===== config.mk =====
export PLATFORM = sky130hd
export DESIGN_NAME = video_source_gen_flat
export DESIGN_NICKNAME = d
export VERILOG_FILES = /design/src/rtl/video_source_gen_if.sv /design/src/rtl/video_source_gen.sv /design/src/flat_wrapper.sv
export SDC_FILE = /design/constraint.sdc
export NUM_CORES = 1
export LEC_CHECK = 0
export BUFFER_PORTS_ARGS = -buffer_cell sky130_fd_sc_hd__buf_2
export CORE_UTILIZATION = 40
export CTS_CLUSTER_SIZE = 8
export DETAILED_ROUTE_END_ITERATION = 7
export PLACE_DENSITY = 0.57
export SLEW_MARGIN = 10
export SYNTH_ARGS = -nofsm -noshare
export SYNTH_HDL_FRONTEND = slang
export SYNTH_SLANG_ARGS = --single-unit

===== constraint.sdc =====
create_clock -name clk_i -period 5.6 [get_ports clk_i]
set_input_delay 0.28 -clock clk_i [delete_from_list [all_inputs] [get_ports clk_i]]
set_output_delay 0.28 -clock clk_i [all_outputs]
set_load 0.05 [all_outputs]

===== src/rtl/video_source_gen_if.sv =====
// Video source bus: clock enable and flat colour into the generator,
// timing flags and the two 20-bit {luma, chroma} streams out of it.
interface video_source_gen_if;
  logic        cen_i;
  logic [29:0] colour_i;
  logic [3:0]  fvht_o;
  logic [19:0] vdat_bars_o;
  logic [19:0] vdat_colour_o;

  modport master (
    input  cen_i,
    input  colour_i,
    output fvht_o,
    output vdat_bars_o,
    output vdat_colour_o
  );

  modport slave (
    output cen_i,
    output colour_i,
    input  fvht_o,
    input  vdat_bars_o,
    input  vdat_colour_o
  );
endinterface


===== src/rtl/video_source_gen.sv =====
// 1080p-style 4:2:2 video source: line/frame position counters, embedded
// EAV/SAV timing reference words, 75% colour bars and a flat-colour stream.
module video_source_gen #(
  parameter int H_ACTIVE = 1920,
  parameter int H_TOTAL  = 2200,
  parameter int V_BLANK  = 45,
  parameter int V_TOTAL  = 1125,
  parameter int BAR_W    = 240
) (
  input  logic               clk_i,
  input  logic               rst_i,
  video_source_gen_if.master vid
);

  localparam logic [11:0] HT_LAST   = 12'(H_TOTAL - 1);
  localparam logic [11:0] VT_LAST   = 12'(V_TOTAL - 1);
  localparam logic [11:0] HB        = 12'(H_TOTAL - H_ACTIVE);
  localparam logic [11:0] SAV_START = 12'(H_TOTAL - H_ACTIVE - 4);
  localparam logic [11:0] VB        = 12'(V_BLANK);
  localparam logic [11:0] BW        = 12'(BAR_W);
  localparam logic [9:0]  Y_BLANK   = 10'h040;
  localparam logic [9:0]  C_BLANK   = 10'h200;
  localparam logic        F_BIT     = 1'b0;

  typedef enum logic [1:0] {REG_EAV, REG_HBLANK, REG_SAV, REG_ACTIVE} region_t;

  logic [11:0] hc, vc, hc_n, vc_n, x, bar_full;
  logic [29:0] colour_q;
  logic [3:0]  fvht_q, fvht_n;
  logic [19:0] bars_q, bars_n, col_q, col_n;
  logic        wrap_h, v_n, h_n, h_trs, frame_start;
  region_t     region;
  logic [1:0]  trs_idx;
  logic [9:0]  xyz, trs_word, bar_y, bar_cb, bar_cr;
  logic [2:0]  bar_idx;

  // Next position and the sample that belongs to it; registered below so
  // the outputs for a position appear in the cycle the counters reach it.
  always_comb begin
    wrap_h      = (hc == HT_LAST);
    hc_n        = wrap_h ? '0 : hc + 12'd1;
    vc_n        = vc;
    if (wrap_h) vc_n = (vc == VT_LAST) ? '0 : vc + 12'd1;
    frame_start = (hc_n == '0) && (vc_n == '0);
    v_n         = (vc_n < VB);
    h_n         = (hc_n < HB);

    if (hc_n < 12'd4)          region = REG_EAV;
    else if (hc_n < SAV_START) region = REG_HBLANK;
    else if (hc_n < HB)        region = REG_SAV;
    else                       region = REG_ACTIVE;

    h_trs   = (region == REG_EAV);
    trs_idx = (region == REG_EAV) ? hc_n[1:0] : 2'(hc_n - SAV_START);
    xyz     = {1'b1, F_BIT, v_n, h_trs, v_n ^ h_trs, F_BIT ^ h_trs,
               F_BIT ^ v_n, F_BIT ^ v_n ^ h_trs, 2'b00};
    case (trs_idx)
      2'd0:    trs_word = 10'h3FF;
      2'd3:    trs_word = xyz;
      default: trs_word = '0;
    endcase

    x        = hc_n - HB;
    bar_full = x / BW;
    bar_idx  = (bar_full > 12'd7) ? 3'd7 : bar_full[2:0];
    case (bar_idx)
      3'd0:    {bar_y, bar_cb, bar_cr} = {10'd721, 10'd512, 10'd512};
      3'd1:    {bar_y, bar_cb, bar_cr} = {10'd646, 10'd176, 10'd554};
      3'd2:    {bar_y, bar_cb, bar_cr} = {10'd525, 10'd625, 10'd176};
      3'd3:    {bar_y, bar_cb, bar_cr} = {10'd450, 10'd289, 10'd218};
      3'd4:    {bar_y, bar_cb, bar_cr} = {10'd335, 10'd735, 10'd806};
      3'd5:    {bar_y, bar_cb, bar_cr} = {10'd260, 10'd399, 10'd848};
      3'd6:    {bar_y, bar_cb, bar_cr} = {10'd139, 10'd848, 10'd470};
      default: {bar_y, bar_cb, bar_cr} = {10'd64,  10'd512, 10'd512};
    endcase

    fvht_n = {F_BIT, v_n, h_n, 1'b0};
    bars_n = {Y_BLANK, C_BLANK};
    col_n  = {Y_BLANK, C_BLANK};
    unique case (region)
      REG_EAV, REG_SAV: begin
        fvht_n[0] = 1'b1;
        bars_n    = {trs_word, trs_word};
        col_n     = {trs_word, trs_word};
      end
      REG_HBLANK: ;
      REG_ACTIVE: begin
        if (!v_n) begin
          bars_n = {bar_y, x[0] ? bar_cr : bar_cb};
          col_n  = {colour_q[29:20], x[0] ? colour_q[9:0] : colour_q[19:10]};
        end
      end
    endcase
  end

  // Position counters, frame-latched colour and registered outputs.
  always_ff @(posedge clk_i or posedge rst_i) begin
    if (rst_i) begin
      hc       <= HT_LAST;
      vc       <= VT_LAST;
      colour_q <= {Y_BLANK, C_BLANK, C_BLANK};
      fvht_q   <= 4'b0110;
      bars_q   <= {Y_BLANK, C_BLANK};
      col_q    <= {Y_BLANK, C_BLANK};
    end else if (vid.cen_i) begin
      hc     <= hc_n;
      vc     <= vc_n;
      fvht_q <= fvht_n;
      bars_q <= bars_n;
      col_q  <= col_n;
      if (frame_start) colour_q <= vid.colour_i;
    end
  end

  assign vid.fvht_o        = fvht_q;
  assign vid.vdat_bars_o   = bars_q;
  assign vid.vdat_colour_o = col_q;

endmodule


===== src/flat_wrapper.sv =====
// flat-port wrapper written by rule: the top's interface ports become plain ports
module video_source_gen_flat 
#(
  parameter int H_ACTIVE = 1920,
  parameter int H_TOTAL  = 2200,
  parameter int V_BLANK  = 45,
  parameter int V_TOTAL  = 1125,
  parameter int BAR_W    = 240
)
  (clk_i, rst_i, vid_cen_i, vid_colour_i, vid_fvht_o, vid_vdat_bars_o, vid_vdat_colour_o);
  video_source_gen_if vid_i ();
  input  logic clk_i;
  input  logic rst_i;
  input wire logic [$bits(vid_i.cen_i)-1:0] vid_cen_i;
  input wire logic [$bits(vid_i.colour_i)-1:0] vid_colour_i;
  output wire logic [$bits(vid_i.fvht_o)-1:0] vid_fvht_o;
  output wire logic [$bits(vid_i.vdat_bars_o)-1:0] vid_vdat_bars_o;
  output wire logic [$bits(vid_i.vdat_colour_o)-1:0] vid_vdat_colour_o;
  assign vid_i.cen_i = vid_cen_i;
  assign vid_i.colour_i = vid_colour_i;
  assign vid_fvht_o = vid_i.fvht_o;
  assign vid_vdat_bars_o = vid_i.vdat_bars_o;
  assign vid_vdat_colour_o = vid_i.vdat_colour_o;
  video_source_gen #(.H_ACTIVE(H_ACTIVE), .H_TOTAL(H_TOTAL), .V_BLANK(V_BLANK), .V_TOTAL(V_TOTAL), .BAR_W(BAR_W)) u_core (.clk_i(clk_i), .rst_i(rst_i), .vid(vid_i));
endmodule

# ---- After elaboration in Yosys (flattened, before gate mapping)
# Cells that the tools add are included.
dict set report word_totals {
  in_bits 33
  output_inout_bits 44
  regBits 97
  word_cells 55
}
dict set report classes {
  n_lt_le_gt_ge 5
  muxes 19
  n_reduce_logical 8
  eq_ne 11
  bitwise 1
  addsub 4
  n_div 1
}
# cell n
set ops {}
lappend ops {{10-bit case mux with 6 select lines} 2}
lappend ops {{20-bit case mux with 2 select lines} 2}
lappend ops {{10-bit case mux with 7 select lines} 1}
lappend ops {{20-bit 2-to-1 mux} 2}
lappend ops {{12-bit 2-to-1 mux} 3}
lappend ops {{12-bit by 1-bit adder with 12-bit output (second input constant)} 2}
lappend ops {{12-bit logical NOT} 2}
lappend ops {{12-bit by 9-bit < comparator with 1-bit output (second input constant)} 2}
lappend ops {{10-bit 2-to-1 mux} 2}
lappend ops {{10-bit case mux with 2 select lines} 1}
lappend ops {{12-bit by 8-bit divider with 12-bit output (second input constant)} 1}
lappend ops {{12-bit by 11-bit equality test with 1-bit output (second input constant)} 1}
lappend ops {{12-bit equality test (second input constant)} 1}
lappend ops {{12-bit by 3-bit greater-than comparator with 1-bit output (second input constant)} 1}
lappend ops {{12-bit by 3-bit < comparator with 1-bit output (second input constant)} 1}
lappend ops {{12-bit by 6-bit < comparator with 1-bit output (second input constant)} 1}
lappend ops {{12-bit by 9-bit subtractor with 12-bit output (second input constant)} 1}
lappend ops {{3-bit equality test (second input constant)} 3}
lappend ops {{2-bit equality test (second input constant)} 3}
lappend ops {{3-bit by 2-bit equality test with 1-bit output (second input constant)} 2}
lappend ops {{2-bit 2-to-1 mux} 3}
lappend ops {{2-bit logical NOT} 2}
lappend ops {{3-bit by 1-bit equality test with 1-bit output (second input constant)} 1}
lappend ops {{3-bit logical NOT} 1}
lappend ops {{other kinds (7)} 8}

# ---- Logic depth before layout (Yosys ltp)
dict set report logic_depth {
  depth_word 11
  ltp_mapped 25
  mapped_depth_nobuf 24
}

# ---- Worst setup path after synthesis
# Ideal clock, no wire load.
dict set report synth_path {
  kind {reg-to-reg}
  startpoint {register u_core.hc[9]}
  endpoint {register u_core.bars_q[1], in the netlist u_core.vid.vdat_bars_o[1]}
  period_less_slack_ps 5448
  path_buffers 4
  t_arrival_ps 5322
  stages_incl_launch_ff 23
  slack_ps 152
  required_ps 5474
  setup_time_ps 126
  path_cell_list {dfrtp_1 buf_6 or4_1 or4_1 buf_2 nand2_1 inv_1 ha_1 a31oi_1 o21bai_1 xor2_1 clkbuf_1 nor3_1 a311oi_1 o2111ai_1 xnor2_1 a211o_1 or2_1 ha_1 clkbuf_1 o21ai_0 nor2_1 o32a_1}
}
dict set report synth_via {
  elab_chain_cells 11
  elab_cells_between_ends 35
  cone_classes {add/sub (3); div (1); order compare (5); eq/ne (10); mux (13); reduce/logical (3)}
}
# element line
set synth_rtl {}
lappend synth_rtl {{start: declaration} video_source_gen.sv:27} ;# logic [11:0] hc, vc, hc_n, vc_n, x, bar_full;
lappend synth_rtl {{start signal: assignment} video_source_gen.sv:106} ;# hc <= hc_n;
lappend synth_rtl {{12-bit equality test *} video_source_gen.sv:40} ;# wrap_h = (hc == HT_LAST);
lappend synth_rtl {{12-bit 2-to-1 mux *} video_source_gen.sv:41} ;# hc_n = wrap_h ? '0 : hc + 12'd1;
lappend synth_rtl {{net u_core.hc_n[3]} video_source_gen.sv:27}
lappend synth_rtl {{12-bit by 9-bit subtractor with 12-bit output or 12-bit by 9-bit < comparator with 1-bit output (tied branches)} {video_source_gen.sv:63, video_source_gen.sv:50}}
lappend synth_rtl {{12-bit by 8-bit divider with 12-bit output or 1-bit 2-to-1 mux (tied branches)} {video_source_gen.sv:64, video_source_gen.sv:50}}
lappend synth_rtl {{12-bit by 3-bit greater-than comparator with 1-bit output or 2-bit 2-to-1 mux (tied branches)} {video_source_gen.sv:65, video_source_gen.sv:49}}
lappend synth_rtl {{3-bit 2-to-1 mux or 2-bit 2-to-1 mux (tied branches)} {video_source_gen.sv:65, video_source_gen.sv:48}}
lappend synth_rtl {{3-bit equality test, or another cell as far along} video_source_gen.sv:66} ;# case (bar_idx)
lappend synth_rtl {{10-bit case mux with 6 select lines or 2-bit 2-to-1 mux (tied branches)} {video_source_gen.sv:66, video_source_gen.sv:54}}
lappend synth_rtl {{10-bit 2-to-1 mux, or another cell as far along} video_source_gen.sv:89} ;# bars_n = {bar_y, x[0] ? bar_cr : bar_cb};
lappend synth_rtl {{20-bit 2-to-1 mux or 10-bit case mux with 2 select lines (tied branches)} {video_source_gen.sv:88, video_source_gen.sv:57}}
lappend synth_rtl {{20-bit case mux with 2 select lines *} video_source_gen.sv:80} ;# unique case (region)
lappend synth_rtl {{end signal: assignment} video_source_gen.sv:103} ;# bars_q <= {Y_BLANK, C_BLANK};
lappend synth_rtl {{end signal: assignment} video_source_gen.sv:109} ;# bars_q <= bars_n;
lappend synth_rtl {{end: declaration} video_source_gen.sv:30} ;# logic [19:0] bars_q, bars_n, col_q, col_n;
# The timed path passes the listed nets; every way through them passes the cells marked *.
# A chain may end at the register's enable or synchronous reset.

# ---- Worst setup path in the final report
dict set report layout_path {
  startpoint {register u_core.hc[10]}
  endpoint {register u_core.bars_q[1], in the netlist u_core.vid.vdat_bars_o[1]}
}
# Same word-level chain as after synthesis.

==> metrics <==
P per Cell Area=523 nW/um^2; Mapped Area=~6100 um^2; total grt overflow=0; vias per cell=5.77; synth warn=0; first-pass GRT wire length=27200 um; sequential share of the synthesized area=0.401; Initial Util=0.416; reg2reg end=u_core.vid.vdat_bars_o[1]$_DFFE_PP0P_; TritonCTS Buffers=9; Die ar.=about 16000 um^2; CP delay by family, top=simple AND/OR/NAND/NOR gates; Hold Path End=u_core.colour_q[28]$_DFFE_PP0P_; clk_lat worst skew=0.35 ns; Final Hold Violating Endpoints=0; num rows=44; Setup Viol. Count Final=0; FF-to-FF Start=u_core.hc[10]$_DFFE_PP0P_; most frequent cells in the layout=dfrtp_1, buf_2, nor2_1; total wire length=16500 um; Post-synth ARST share=1.00; most common cell after layout, fill and taps aside=dfrtp_1; most frequent CP cell=or4_1; Post-synth top flop=dfrtp_1; HPWL Detailed=approximately 12000 um; initial antenna violation count=0; Worst Hold Launch=vid_colour_i[28]; final worst path period need=5.38 ns; EDFF count, synth=0; Total GRT Usage=0.216; Worst Path Arrival=5.61 ns; Setup TNS=0 ns; Leak Pwr=3.17 nW; Syn-to-layout area delta=17.6%; Die W=126 um; worst rel slew slack=0.376; routed len/inst=between 15 and 20 um; CP endpoint kind=flip-flop; Buf+Inv Stages, Crit Path=3; post-route ant nets=0; Seq cells post-synth=97; worst-margin pin slew=0.936 ns; clock slew at reported path FFs=roughly 0.08 ns; Synth cell types=71; reg2reg path depth=21; Sink Count=97; Max Slew Vio Count=0; root buf cell=clkbuf_16; TritonCTS clock tree=yes; fin crit share=0.960; # IOs=77; status=complete, but fails checks; Core Region=14700 um^2; layout cells sized above 1=0.276; Die Y=126 um; VDD IR-drop max=0.286 mV; H-tree lvl count=3; # diodes=0; FF-to-FF setup slack=roughly 0.22 ns; Data required, critical path=5.83 ns; critical path, cell by cell=or4_1 -> or4_1 -> nand2_2 -> inv_1 -> ha_1 -> a31oi_2 -> o21bai_1 -> xor2_1 -> buf_4 -> or4_1 -> nand3_2 -> a211oi_2 -> xnor2_1 -> a211o_1 -> or2_1 -> ha_1 -> inv_1 -> a21oi_1 -> o21ai_1 -> nor2_1 -> o32a_1; failing checks=design-rule violations; worst slack on hold paths=0.149 ns; Mapped Cells=691; largest net degree at the start of global routing=59; CP Launch Type=flip-flop; Crit Path Class=reg -> reg; Hold Path Cell Cnt=2; routed vias=5497; CP max stage delay=0.58 ns; Synth Net Count=roughly 740; Critical-path top delay cell=or4_1; Nets=808; deepest clock path buffer count=2; Max FO, Critical Path=14; HP Class=in -> reg; Worst Skew=about 0.011 ns; DRC=1; Max Cap Violations=0; buffers added on ports=75; DR iter-0 viols=599; vias in the first global route=5256; gp weighted congestion=a little under 0.9; highest clock rate=186 MHz; mean area per synthesized cell=about 8.8 um^2; First-pass DRT Iterations=8
-- timing repair --
| action | in CTS | in global routing |
|---|---|---|
| buffers inserted | 1 | 0 |
| pin swaps | 1 | 3 |
| hold buffers | 1 | 0 |
| hold endpoints to repair | 31 | 0 |
| resized for setup | 1 | 22 |
| setup endpoints to repair | 3 | 16 |
-- metal layers --
metal  GRT usage  vias to the layer above  part of all wire
met5           0                        -                 0
met3      0.0441                       27             0.060
met2       0.326                      179              0.45
met4      0.0818                        0             0.022
met1       0.304                     2653              0.46
li1            -                     2638                 -
-- stage by stage --
stage          utilization  std cells  power [mW]  setup WS, ns  cell area [um^2]
2_1_floorplan            -        691        2.51         0.152              6110
3_3_place_gp         0.459        935        2.98         0.177              6750
3_5_place_dp         0.459        935        3.00       -0.0254              6750
4_1_cts              0.483        953        3.67       0.00127              7100
5_1_grt              0.489        953        4.03      -0.00174              7190
6_report             0.489        953        3.76         0.224              7190
-- flip-flops by register name, summed over array words and instances (netlist names) --
signal,count
u_core.hc,12
u_core.vid.fvht_o,3
u_core.colour_q,30
u_core.vid.vdat_bars_o,20
u_core.vc,12
u_core.vid.vdat_colour_o,20
-- report_power, final --
group | internal (mW) | leakage, nW | switching [mW]
sequential | 0.826 | 1.20 | 0.0826
combinational | 0.794 | 1.82 | 1.41
clock | 0.324 | 0.154 | 0.323
total | 1.94 | 3.17 | 1.82
-- area by class of cell --
type	count	area (um^2)
clock buffer	9	225
clock inverter	7	91.3
fill	1416	7510
inverter	20	77.6
multi-input combinational	531	3510
sequential	97	2450
tap	184	230
timing repair buffer	105	603
-- cells in the mapped netlist, types with 3 or more instances --
| cell type | number | area, um^2 |
|---|---|---|
| o22a_1 | 3 | 26.3 |
| nor2b_1 | 3 | 18.8 |
| clkbuf_1 | 38 | 143 |
| o2111ai_1 | 3 | 26.3 |
| dfrtp_1 | 78 | 1950 |
| or2_2 | 3 | 18.8 |
| nand4_1 | 15 | 93.8 |
| or3_1 | 6 | 37.5 |
| a311oi_1 | 5 | 43.8 |
| o31ai_1 | 5 | 37.5 |
| a22oi_1 | 3 | 22.5 |
| nor4_1 | 6 | 37.5 |
| ha_1 | 11 | 138 |
| or4_1 | 8 | 60.1 |
| nand3_1 | 28 | 140 |
| dfstp_2 | 19 | 499 |
| and4_1 | 4 | 35.0 |
| a21o_1 | 5 | 37.5 |
| mux2_2 | 41 | 462 |
| a31oi_1 | 11 | 68.8 |
| a211oi_1 | 5 | 37.5 |
| o31a_1 | 4 | 35.0 |
| a21oi_1 | 72 | 360 |
| nor3b_1 | 3 | 22.5 |
| xor2_1 | 13 | 114 |
| nor2_1 | 77 | 289 |
| xnor2_1 | 29 | 254 |
| and3_1 | 6 | 37.5 |
| o21ai_0 | 29 | 145 |
| o311ai_0 | 4 | 35.0 |
| nor3_1 | 19 | 95.1 |
| nand2_1 | 61 | 229 |
| and2_1 | 9 | 56.3 |
| inv_1 | 20 | 75.1 |
-- how the worst max path moves through the flow --
stage | from | depth (start not counted) | endpoint
detailed placement | u_core.hc[10]$_DFFE_PP0P_ | 22 | u_core.vid.vdat_bars_o[5]$_DFFE_PP0P_
CTS | u_core.hc[10]$_DFFE_PP0P_ | 22 | u_core.vid.vdat_bars_o[5]$_DFFE_PP0P_
floorplan | u_core.hc[9]$_DFFE_PP0P_ | 22 | u_core.vid.vdat_bars_o[1]$_DFFE_PP0P_
finish | u_core.hc[10]$_DFFE_PP0P_ | 21 | u_core.vid.vdat_bars_o[1]$_DFFE_PP0P_
global route | u_core.hc[10]$_DFFE_PP0P_ | 21 | u_core.vid.vdat_bars_o[1]$_DFFE_PP0P_
global placement | u_core.hc[10]$_DFFE_PP0P_ | 22 | u_core.vid.vdat_bars_o[5]$_DFFE_PP0P_
-- kinds of logic after synthesis --
logic type      share of synthesized area
simple gates                        0.206
buf+inv                            0.0410
other cells                      0.000614
mux                                0.0789
compound gates                      0.189
xor+xnor                           0.0602
fa+ha+maj                          0.0225
flops                               0.401
No activity file was read; power rests on OpenSTA's default activity.
